`config.mk`:
```
export PLATFORM = sky130hd
export DESIGN_NAME = dmem_arbiter
export DESIGN_NICKNAME = d
export VERILOG_FILES = /design/src/rtl/dmem_arbiter.sv
export SDC_FILE = /design/constraint.sdc
export NUM_CORES = 1
export LEC_CHECK = 0
export CAP_MARGIN = 5
export CELL_PAD_IN_SITES_DETAIL_PLACEMENT = 1
export CELL_PAD_IN_SITES_GLOBAL_PLACEMENT = 2
export CORE_ASPECT_RATIO = 1.75
export CORE_MARGIN = 5
export CORE_UTILIZATION = 24
export DETAILED_ROUTE_END_ITERATION = 7
export PLACE_DENSITY_LB_ADDON = 0.1
export SLEW_MARGIN = 0
export SYNTH_ARGS = -nofsm -noshare
export SYNTH_HDL_FRONTEND = slang
export SYNTH_SLANG_ARGS = --single-unit
```
`constraint.sdc`:
```
create_clock -name clk -period 2.2 [get_ports clk]
set_input_delay 0.44 -clock clk [delete_from_list [all_inputs] [get_ports clk]]
set_output_delay 0.44 -clock clk [all_outputs]
set_load 0.02 [all_outputs]
```
`src/rtl/dmem_arbiter.sv`:
```
// Two-port valid/ready arbiter and access sequencer in front of the data memory.
// Optional build macro DMEM_ARB_ROUND_ROBIN_EN selects round-robin instead of fixed port-0 priority.
module dmem_arbiter #(
    parameter int DM_ADDRESS   = 9,
    parameter int DATA_W       = 32,
    parameter int READ_LATENCY = 1
) (
    input  logic                  clk,
    input  logic                  reset_n,
    input  logic                  req0_valid,
    output logic                  req0_ready,
    input  logic                  req0_we,
    input  logic [DM_ADDRESS-1:0] req0_addr,
    input  logic [DATA_W-1:0]     req0_wdata,
    input  logic [2:0]            req0_funct3,
    output logic                  rsp0_valid,
    output logic [DATA_W-1:0]     rsp0_rdata,
    input  logic                  req1_valid,
    output logic                  req1_ready,
    input  logic                  req1_we,
    input  logic [DM_ADDRESS-1:0] req1_addr,
    input  logic [DATA_W-1:0]     req1_wdata,
    input  logic [2:0]            req1_funct3,
    output logic                  rsp1_valid,
    output logic [DATA_W-1:0]     rsp1_rdata,
    output logic                  mem_read,
    output logic                  mem_write,
    output logic [DM_ADDRESS-1:0] mem_addr,
    output logic [DATA_W-1:0]     mem_wd,
    output logic [2:0]            mem_funct3,
    input  logic [DATA_W-1:0]     mem_rd
);

    localparam int CNT_W = 2;
    localparam logic [CNT_W-1:0] CNT_INIT = CNT_W'(READ_LATENCY - 1);

    typedef enum logic [1:0] {
        S_IDLE  = 2'd0,
        S_ISSUE = 2'd1,
        S_WAIT  = 2'd2,
        S_RESP  = 2'd3
    } state_t;

    state_t                  state_q;
    logic                    gnt_q;
    logic                    we_q;
    logic [CNT_W-1:0]        cnt_q;
    logic                    mem_read_q;
    logic                    mem_write_q;
    logic [DM_ADDRESS-1:0]   mem_addr_q;
    logic [DATA_W-1:0]       mem_wd_q;
    logic [2:0]              mem_funct3_q;
    logic                    rsp0_valid_q;
    logic                    rsp1_valid_q;
    logic [DATA_W-1:0]       rsp0_rdata_q;
    logic [DATA_W-1:0]       rsp1_rdata_q;

    logic                    gnt_s;
    logic                    accept_s;
    logic                    sel_we_s;
    logic [DM_ADDRESS-1:0]   sel_addr_s;
    logic [DATA_W-1:0]       sel_wdata_s;
    logic [2:0]              sel_funct3_s;

`ifdef DMEM_ARB_ROUND_ROBIN_EN
    logic                    last_grant_q;
`endif

    // Grant selection and ready generation; requests are only accepted in IDLE
    always_comb begin
        gnt_s      = 1'b0;
        req0_ready = 1'b0;
        req1_ready = 1'b0;
        accept_s   = 1'b0;
        if (state_q == S_IDLE) begin
`ifdef DMEM_ARB_ROUND_ROBIN_EN
            if (req0_valid && req1_valid) begin
                gnt_s = ~last_grant_q;
            end else begin
                gnt_s = req1_valid;
            end
`else
            if (req0_valid) begin
                gnt_s = 1'b0;
            end else begin
                gnt_s = req1_valid;
            end
`endif
            req0_ready = req0_valid && !gnt_s;
            req1_ready = req1_valid && gnt_s;
            accept_s   = req0_ready || req1_ready;
        end else begin
            accept_s = 1'b0;
        end
    end

    // Request field mux for the port being granted
    always_comb begin
        sel_we_s     = req0_we;
        sel_addr_s   = req0_addr;
        sel_wdata_s  = req0_wdata;
        sel_funct3_s = req0_funct3;
        if (gnt_s) begin
            sel_we_s     = req1_we;
            sel_addr_s   = req1_addr;
            sel_wdata_s  = req1_wdata;
            sel_funct3_s = req1_funct3;
        end else begin
            sel_we_s     = req0_we;
            sel_addr_s   = req0_addr;
            sel_wdata_s  = req0_wdata;
            sel_funct3_s = req0_funct3;
        end
    end

    // Sequencer FSM; memory and response outputs are loaded one edge ahead so they are registered
    always_ff @(posedge clk or negedge reset_n) begin
        if (!reset_n) begin
            state_q      <= S_IDLE;
            gnt_q        <= 1'b0;
            we_q         <= 1'b0;
            cnt_q        <= {CNT_W{1'b0}};
            mem_read_q   <= 1'b0;
            mem_write_q  <= 1'b0;
            mem_addr_q   <= {DM_ADDRESS{1'b0}};
            mem_wd_q     <= {DATA_W{1'b0}};
            mem_funct3_q <= 3'b000;
            rsp0_valid_q <= 1'b0;
            rsp1_valid_q <= 1'b0;
            rsp0_rdata_q <= {DATA_W{1'b0}};
            rsp1_rdata_q <= {DATA_W{1'b0}};
`ifdef DMEM_ARB_ROUND_ROBIN_EN
            last_grant_q <= 1'b1;
`endif
        end else begin
            case (state_q)
                S_IDLE: begin
                    if (accept_s) begin
                        gnt_q        <= gnt_s;
                        we_q         <= sel_we_s;
                        mem_addr_q   <= sel_addr_s;
                        mem_wd_q     <= sel_wdata_s;
                        mem_funct3_q <= sel_funct3_s;
                        mem_write_q  <= sel_we_s;
                        mem_read_q   <= ~sel_we_s;
                        state_q      <= S_ISSUE;
`ifdef DMEM_ARB_ROUND_ROBIN_EN
                        last_grant_q <= gnt_s;
`endif
                    end else begin
                        state_q <= S_IDLE;
                    end
                end
                S_ISSUE: begin
                    if (we_q) begin
                        mem_write_q  <= 1'b0;
                        mem_read_q   <= 1'b0;
                        mem_addr_q   <= {DM_ADDRESS{1'b0}};
                        mem_wd_q     <= {DATA_W{1'b0}};
                        mem_funct3_q <= 3'b000;
                        if (gnt_q) begin
                            rsp1_valid_q <= 1'b1;
                            rsp1_rdata_q <= {DATA_W{1'b0}};
                        end else begin
                            rsp0_valid_q <= 1'b1;
                            rsp0_rdata_q <= {DATA_W{1'b0}};
                        end
                        state_q <= S_RESP;
                    end else begin
                        cnt_q   <= CNT_INIT;
                        state_q <= S_WAIT;
                    end
                end
                S_WAIT: begin
                    // Read data is captured on the edge that ends the final wait cycle
                    if (cnt_q == {CNT_W{1'b0}}) begin
                        mem_read_q   <= 1'b0;
                        mem_addr_q   <= {DM_ADDRESS{1'b0}};
                        mem_wd_q     <= {DATA_W{1'b0}};
                        mem_funct3_q <= 3'b000;
                        if (gnt_q) begin
                            rsp1_valid_q <= 1'b1;
                            rsp1_rdata_q <= mem_rd;
                        end else begin
                            rsp0_valid_q <= 1'b1;
                            rsp0_rdata_q <= mem_rd;
                        end
                        state_q <= S_RESP;
                    end else begin
                        cnt_q <= cnt_q - {{(CNT_W-1){1'b0}}, 1'b1};
                    end
                end
                S_RESP: begin
                    rsp0_valid_q <= 1'b0;
                    rsp1_valid_q <= 1'b0;
                    state_q      <= S_IDLE;
                end
                default: begin
                    state_q <= S_IDLE;
                end
            endcase
        end
    end

    assign mem_read   = mem_read_q;
    assign mem_write  = mem_write_q;
    assign mem_addr   = mem_addr_q;
    assign mem_wd     = mem_wd_q;
    assign mem_funct3 = mem_funct3_q;
    assign rsp0_valid = rsp0_valid_q;
    assign rsp1_valid = rsp1_valid_q;
    assign rsp0_rdata = rsp0_rdata_q;
    assign rsp1_rdata = rsp1_rdata_q;

endmodule

```
# == Word level (Yosys, flattened, before mapping) ==
# Cells that the tools add are included.
# op_classes
add_sub_neg,1
eq_ne,12
n_mux,53
bitwise,1
reduce_logical,17
# ops
op,count
$mux W32,12
$pmux W32 S2,2
$pmux W32 S3,1
$mux W9,4
$pmux W9 S3,1
$mux W1,19
$ne A2 B2 Y1 const B,9
$mux W3,4
$reduce_and A5 Y1,2
$pmux W1 S3,3
$pmux W3 S3,1
$reduce_and A3 Y1,3
$pmux W2 S4,1
$mux W2,3
$reduce_bool A3 Y1,2
$eq A2 B2 Y1 const B,2
$logic_not A2 Y1,2
$pmux W2 S2,1
$reduce_and A4 Y1,1
$reduce_bool A2 Y1,2
$eq A2 B1 Y1 const B,1
$logic_and A1 B1 Y1,2
$pmux W1 S2,1
$reduce_and A2 Y1,1
4 further kinds,4
# word_totals
ff_bits,118
in_bits,126
output_inout_bits,114
word_cells,97

# == Depth between registers and ports, before layout ==
# Gate-level depths: netlist of the first run.
# depth
word_depth,8
ltp_mapped,9
ltp_nobuf,6

# == Worst setup path before layout of the first run ==
# Ideal clock, no wire load.
# synth_timing
path_type,reg-to-output
from,register state_q[0]
to,output req1_ready
t_arrival_ns,1.725
slack_ns,0.035
stages_incl_launch_ff,8
path_buffers,3
path_cell_list,dfrtp_1 -> inv_1 -> ha_1 -> buf_6 -> nand3b_1 -> buf_2 -> buf_1 -> inv_1
# synth_between
elab_chain_cells,2
# synth_rtl
item,line_no,source
from (decl),44,state_t state_q;
from (signal assigned),119,state_q <= S_IDLE;
from (signal assigned),146,state_q <= S_ISSUE;
from (signal assigned),151,state_q <= S_IDLE;
$logic_not A2 Y1,75,if (state_q == S_IDLE) begin
$mux W1,75,
to (decl),19,"output logic req1_ready,"
# Every way passes these cells.

# == Final worst setup path of the first run ==
# layout_timing
from,input req0_valid
to,output req1_ready
# layout_between
elab_chain_cells,4
# layout_rtl
item,line_no,source
from (decl),10,"input logic req0_valid,"
$mux W1,83,if (req0_valid) begin
$mux W1,75,
$logic_and A1 B1 Y1,90,req1_ready = req1_valid && gnt_s;
$mux W1,75,
# Every way passes these cells. The select of a mux whose other input is x is not followed.

==> results of run 1 <==
## where the power goes
| group | internal, W | switching [W] |
|---|---|---|
| Clock | 0.00200 | 0.000961 |
| Combinational | 0.00361 | 0.00369 |
| Sequential | 0.00308 | 0.000560 |
| Total | 0.00869 | 0.00522 |
## cells by family (layout without fill, tap and decap cells)
family / count (synthesis) / in the layout / share of synthesized area [%]
multiplexers: 111 / 111 / 21.5
AND/OR/NAND/NOR: 53 / 53 / 5.89
AO/OA/AOI/OAI: 66 / 66 / 14.5
buffers and inverters: 34 / 313 / 3.43
flip-flops: 118 / 118 / 53.3
adder cells (fa/ha/maj): 6 / 6 / 1.35
## stage by stage
stage / cell area [µm²] / utilization, % / hold WS [ps]
floorplan: 5540 / - / 144
global placement: 8490 / 37.3 / 471
detailed placement: 8490 / 37.3 / 474
CTS: 9180 / 40.4 / 51.9
global route: 9210 / 40.5 / 85.3
finish: 9210 / 40.5 / 58.0
## state kept, by name, summed over array words and instances (netlist names)
register and flops:
mem_write 1, state_q 2, gnt_q 1, mem_funct3 3, mem_read 1, rsp0_rdata 32
mem_addr 9, rsp1_valid 1, cnt_q 2, rsp1_rdata 32, we_q 1, rsp0_valid 1
mem_wd 32
## timing repair
| item | CTS | global route |
|---|---|---|
| cloned | 1 | 1 |
| setup endpoints to repair | 6 | 26 |
| pin swaps | 1 | 1 |
| gates resized for setup | 6 | 1 |
| setup buffers | 3 | 1 |
| hold buffers | 0 | 0 |
## worst max-delay path: cells and delay by family
kind / cells / cell delay, ps
buf+inv: 5 / 1010
simple gates: 1 / 220
## cell type report
class	count	area share (%)
Tap cell	300	4.07
Timing Repair Buffer	274	30.3
Inverter	8	0.326
Clock inverter	10	1.63
Clock buffer	21	5.22
Sequential cell	118	32.1
Multi-Input combinational cell	236	26.4
## layer usage
| layer | share of wire [%] | wire [µm] |
|---|---|---|
| met2 | 55 | 10500 |
| met5 | 0 | 0 |
| met4 | 1.4 | 276 |
| met1 | 37 | 7050 |
| met3 | 6.6 | 1260 |
## cells in the mapped netlist, drive strengths merged, types with 2 or more instances
cell and instances:
nand2b 2, a211oi 2, nand2 7, nor2b 2, o21ai 4, mux2i 45
a21oi 7, inv 8, o2bb2ai 45, a22o 2, dfrtp 118, clkbuf 7
buf 19, ha 6, mux2 66, and2 33, nor3 2
## worst paths after layout
kind	startpoint	endpoint	slack [ps]
worst min register to register	mem_wd[29]	mem_wd[29]	490
max in group asynchronous	reset_n	rsp0_rdata[23]	1540
worst max-delay path	req0_valid	req1_ready	90
worst min-delay path	reset_n	mem_wd[3]	60
worst max register to register	state_q[0]	mem_wd[4]	120
min in group clk	mem_wd[29]	mem_wd[29]	490
==> summary.md, run 1 <==
| Metric | Value |
|---|---|
| Post-route non-filler standard cell count | approximately 970 |
| Area occupied by multi-input gates | between 0.002 and 0.0025 mm² |
| Via count | 4221 |
| Status | finished clean |
| Placed cell count | roughly 930 |
| Required @ worst endpoint | about 1800 ps |
| Slowest stage cell, crit path | clkdlybuf4s50_1 |
| Crit Path Category | in -> out |
| GRT overflow | 0 |
| Synth warn | 0 |
| Num rows | 73 |
| Antenna-violating nets left | 0 |
| Largest net degree at the start of global routing | between 40 and 50 |
| Clock latency on the worst-skew pair | 410 ps |
| Nature of the critical path endpoint | output pin |
| Final hold viol count | 0 |
| Worst r2r path cells | 7 |
| Mean Syn Cell Area | 14.3 µm² |
| Core Area | between 0.02 and 0.025 mm² |
| Peak supply drop | ~0.76 mV |
| Mapped Area | 0.00554 mm² |
| Setup TNS | 0 ps |
| Share of synthesized registers carrying an async set or reset | 100% |
| Critical path launch point type | input pin |
| Pre-CTS setup slack | -125 ps |
| Initial antenna violation count | 0 |
| Prevailing post-synth register cell | dfrtp_1 |
| Met1 Usage GRT | between 10% and 20% |
| Top cell type's share of synthesized area | approximately 53% |
| Worst path max stage delay | ~470 ps |
| Inserted Diodes | 0 |
| Post-synthesis register bit count | between 100 and 150 |
| Tot Pwr | 0.0139 W |
| Number of synthesized flops with an enable pin | 0 |
| Post-layout min period | ~2100 ps |
| Overall routed net length | approximately 19000 µm |
| Number of global-route vias before repair | between 4000 and 5000 |
| GRT met2 Usage | 27.1% |
| Port buffer count | roughly 240 |
| Clock skew | 8.34 ps |
| Area grow syn2layout | 66.2% |
| Total track usage | approximately 15% |
| Main area contributors after synthesis | dfrtp_1, mux2_2, o2bb2ai_2 |
| Min-Delay Path Class | in -> async |
| Register Area | ~0.0030 mm² |
| Routability congestion estimate | between 0.7 and 0.8 |
| Most frequent cells in the layout | clkdlybuf4s50_1, dfrtp_1, mux2_2 |
| Tcrit/Tclk final | 96.0% |
| Relative slew margins | about 58% |
| Layout Nets | about 790 |
| RSZ-0062 raised after global routing | false |
| Final setup viols | 0 |
| Most used cell, CP | buf_12 |
| CTS Buf Count | 17 |
| Starting Density | 24.4% |
| Io pins | 240 |
| Arr. time, crit path | 1670 ps |
| Post-route setup slack | approximately 87 ps |
| Clk buf depth | 2 |
| Leak pwr | 4.17 nW |
| Crit path cell chain | clkdlybuf4s50_1 > buf_4 > nand3b_1 > buf_12 > inv_1 > buf_12 |
| Die H | 211 µm |
| CTS root buf | clkbuf_16 |
| Max Cap Violations | 0 |
| Vias/cell | ~4.4 |
| Seq/Total Area, Yosys | 53.3% |
| First-pass GRT wire length | 29800 µm |
| Clock-pin slew on the worst setup and hold paths | roughly 50 ps |
| H-tree depth | 4 |
| First-pass detailed-route iteration total | 4 |
| Actual slew at the worst max-slew pin | 628 ps |
| Commonest non-fill, non-tap cell in the layout | clkdlybuf4s50_1 |
| Peak Freq | 0.473 GHz |
| Syn_nets | 520 |
| Count of cell types in the netlist | 35 |
| Layout cells sized above 1 | between 20% and 30% |
| Post-Syn Instances | 388 |
| Clock tree from TritonCTS | done |
| DR DRC count | 0 |
| DR WL/cell | 19.7 µm |
| TritonCTS sink count | ~120 |
| 1st-iter DRT viols | 86 |
| Post-synth top area cell | dfrtp_1 |
| Final Max Tran Viols | 0 |
| Fillers | 2351 |
| CP max FO | 3 |
| Die Wd | between 100 and 150 µm |
| Grt peak-use layer | met2 |
| Met3 Usage GRT | 5.29% |
| HPWL after DPL | about 14000 µm |
| PwrDens | between 1500 and 2000 mW/mm² |
| Die area | about 0.026 mm² |
Note: power is estimated with default switching activity, not from simulation.
==> inputs of run 2 (changes only) <==
--- a/config.mk
+++ b/config.mk
@@ -5,12 +5,13 @@
 export SDC_FILE = /design/constraint.sdc
 export NUM_CORES = 1
 export LEC_CHECK = 0
-export CAP_MARGIN = 5
+export CAP_MARGIN = 40
 export CELL_PAD_IN_SITES_DETAIL_PLACEMENT = 1
 export CELL_PAD_IN_SITES_GLOBAL_PLACEMENT = 2
 export CORE_ASPECT_RATIO = 1.75
 export CORE_MARGIN = 5
 export CORE_UTILIZATION = 24
+export CTS_CLUSTER_DIAMETER = 150
 export DETAILED_ROUTE_END_ITERATION = 7
 export PLACE_DENSITY_LB_ADDON = 0.1
 export SLEW_MARGIN = 0
==> results of run 2 <==
The final DEF is identical to that of run 1; final timing and power are the same.
==> inputs of run 3 (changes only) <==
--- a/config.mk
+++ b/config.mk
@@ -5,6 +5,7 @@
 export SDC_FILE = /design/constraint.sdc
 export NUM_CORES = 1
 export LEC_CHECK = 0
+export ABC_CLOCK_PERIOD_IN_PS = 2200
 export CAP_MARGIN = 40
 export CELL_PAD_IN_SITES_DETAIL_PLACEMENT = 1
 export CELL_PAD_IN_SITES_GLOBAL_PLACEMENT = 2
@@ -13,6 +14,7 @@
 export CORE_UTILIZATION = 24
 export CTS_CLUSTER_DIAMETER = 150
 export DETAILED_ROUTE_END_ITERATION = 7
+export HOLD_SLACK_MARGIN = 0.12
 export PLACE_DENSITY_LB_ADDON = 0.1
 export SLEW_MARGIN = 0
 export SYNTH_ARGS = -nofsm -noshare
==> run 3 against run 2 <==
  * Clock skew down 3.9 ps
  * Power about the same
  * Core utilization about the same
  * Final area up 0.11%
  * Critical path type unchanged
==> summary.md, run 3 (same netlist as run 1, synthesis figures left out) <==
| Metric | Value |
|---|---|
| Status | finished clean |
| Routed wl met3 | 1280 µm (+0.87%) |
| Peak Freq | 0.473 GHz (about the same) |
| Internal power | 0.00869 W (about the same) |
| Largest net degree at the start of global routing | 41 (unchanged) |
| Relative slew margins | 58.0% (-0.065 points) |
| Clock latency on the worst-skew pair | 410 ps (about the same) |
| Sw Pwr | 0.00522 W (+0.11%) |
| Arr. time, crit path | 1670 ps (about the same) |
| Clock Power Share | 21.3% (about the same) |
| Number of global-route vias before repair | 4923 (+0.020%) |
| Sequential Power Share | 26.2% (about the same) |
| Actual slew at the worst max-slew pin | 629 ps (+0.974 ps) |
| Port buffer count | 239 (unchanged) |
| CTS Buf Count | 17 (unchanged) |
| Setup crit end | req1_ready |
| Nature of the critical path endpoint | output pin |
| Die Wd | 125 µm (unchanged) |
| Antenna-violating nets left | 0 (unchanged) |
| TritonCTS sink count | 118 (unchanged) |
| Clk buf depth | 2 (unchanged) |
| DR WL/cell | 19.7 µm (about the same) |
| Slowest stage cell, crit path | clkdlybuf4s50_1 |
| R2r endpoint | mem_wd[4] |
| Max Cap Violations | 0 (unchanged) |
| Fillers | 2352 (+0.043%) |
| Min-Delay Path Class | reg -> reg |
| Inserted Diodes | 0 (unchanged) |
| FF-to-FF Start | state_q[1] |
| Io pins | 240 (unchanged) |
| Die area | 0.0264 mm² (unchanged) |
| Tcrit/Tclk final | 96.0% (about the same) |
| Tot Pwr | 0.0139 W (about the same) |
| Met2 WL | 10400 µm (-1.1%) |
| Area grow syn2layout | 66.4% |
| Commonest non-fill, non-tap cell in the layout | clkdlybuf4s50_1 |
| Core Area | 0.0227 mm² (unchanged) |
| Critical path launch point type | input pin |
| Num rows | 73 (unchanged) |
| RSZ-0062 raised after global routing | false |
| GRT overflow | 0 (unchanged) |
| Crit path cell chain | clkdlybuf4s50_1 > buf_4 > nand3b_1 > buf_12 > inv_1 > buf_12 |
| M1 WL | 7120 µm (+1.1%) |
| Worst path max stage delay | 470 ps (about the same) |
| Top sig layer | met4 |
| Total track usage | 14.7% (about the same) |
| Required @ worst endpoint | 1760 ps (about the same) |
| Sw frac | 37.5% (about the same) |
| H-tree depth | 4 (unchanged) |
| Most used cell, CP | buf_12 |
| Clock skew | 4.43 ps (-3.91 ps) |
| Peak supply drop | 0.760 mV (about the same) |
| Die H | 211 µm (unchanged) |
| Final Max Tran Viols | 0 (unchanged) |
| Worst r2r path cells | 8 (+1) |
| Most frequent cells in the layout | clkdlybuf4s50_1, dfrtp_1, mux2_2 |
| Starting Density | 24.4% (unchanged) |
| PwrDens | 1510 mW/mm² (about the same) |
| Routability congestion estimate | 0.746 (unchanged) |
| Worst setup startpoint | req0_valid |
| First-pass GRT wire length | 29800 µm (about the same) |
| CP max FO | 3 (unchanged) |
| Layout Nets | 788 (+0.13%) |
| Layout cells sized above 1 | 27.2% (-0.041 points) |
| R2r setup slk | 120 ps (about the same) |
| Area occupied by multi-input gates | 0.00243 mm² (unchanged) |
| Register Area | 0.00295 mm² (unchanged) |
| Crit Path Category | in -> out |
| Clock-pin slew on the worst setup and hold paths | 50 ps (about the same) |
| Setup TNS | 0 ps (unchanged) |
| Clock tree from TritonCTS | done |
| Initial antenna violation count | 0 (unchanged) |
| HPWL after DPL | 14400 µm (unchanged) |
| Vias/cell | 4.36 (about the same) |
| Logic pwr share | 52.5% (about the same) |
| Final hold viol count | 0 (unchanged) |
| Post-layout min period | 2110 ps (+0.0218 ps) |
| Via count | 4225 (+0.095%) |
| Leak pwr | 4.17 nW (+0.10%) |
| Final setup viols | 0 (unchanged) |
| First-pass detailed-route iteration total | 4 (unchanged) |
| CTS root buf | clkbuf_16 |
| DR DRC count | 0 (unchanged) |
| 1st-iter DRT viols | 84 (-2.3%) |
| Overall routed net length | 19100 µm (about the same) |
==> run 3: cell count changes in the layout (fill, tap and decap cells not counted), sizes merged <==
| cell | delta |
|---|---|
| dlygate4sd3 | +1 |
==> run 3: repair_timing <==
| action | CTS | global route |
|---|---|---|
| hold buffers | 1 | 0 |
| cloned | 1 | 1 |
| hold endpoints to repair | 37 | 0 |
| resized for setup | 6 | 1 |
| pin swaps | 1 | 1 |
| setup endpoints to repair | 6 | 26 |
| setup buffers | 3 | 1 |
==> run 3: worst min path at each step <==
stage	from	to	slack, ps	depth (start not counted)
4_1_cts	mem_wd[29]	mem_wd[29]	490	1
3_5_place_dp	mem_wd[29]	mem_wd[29]	470	1
5_1_grt	mem_wd[14]	mem_wd[14]	510	1
2_1_floorplan	reset_n	cnt_q[0]	140	0
3_3_place_gp	mem_wd[29]	mem_wd[29]	470	1
6_report	mem_wd[29]	mem_wd[29]	490	1
==> run 3: critical path: cells and delay by family <==
| kind | cells | cell delay (ps) |
|---|---|---|
| buf+inv | 5 | 1010 |
| simple gates | 1 | 220 |
==> run 3: per-layer routing <==
metal,track usage (%),vias up
met5,0,-
met4,5.05,0
met3,5.29,17
met2,27.1,161
met1,15.5,2107
li1,-,1940
==> run 3: stage by stage <==
step	setup WS [ps]	util, %	cells	hold WS [ps]	cell area, µm²
6_report	87.0	40.6	968	488	9220
5_1_grt	17.9	40.6	968	508	9220
4_1_cts	6.95	40.4	967	490	9190
3_5_place_dp	-125	37.3	931	474	8490
3_3_place_gp	-85.2	37.3	931	471	8490
2_1_floorplan	34.9	-	388	144	5540
==> run 3: power by group through the flow <==
stage | clock [W] | sequential, W | combinational, W
global route | 0.00316 | 0.00377 | 0.00783
finish | 0.00296 | 0.00364 | 0.00731
CTS | 0.00307 | 0.00367 | 0.00739
floorplan | 0 | 0.00461 | 0.00315
detailed placement | 0 | 0.00369 | 0.00729
global placement | 0 | 0.00365 | 0.00711
==> run 3: cell type report <==
type | count | area share (%)
clock buffers | 21 | 5.21
flip-flops and latches | 118 | 32.0
multi-input cells | 236 | 26.4
clock inverters | 10 | 1.63
repair buffers | 275 | 30.4
well taps | 300 | 4.07
inverters | 8 | 0.326
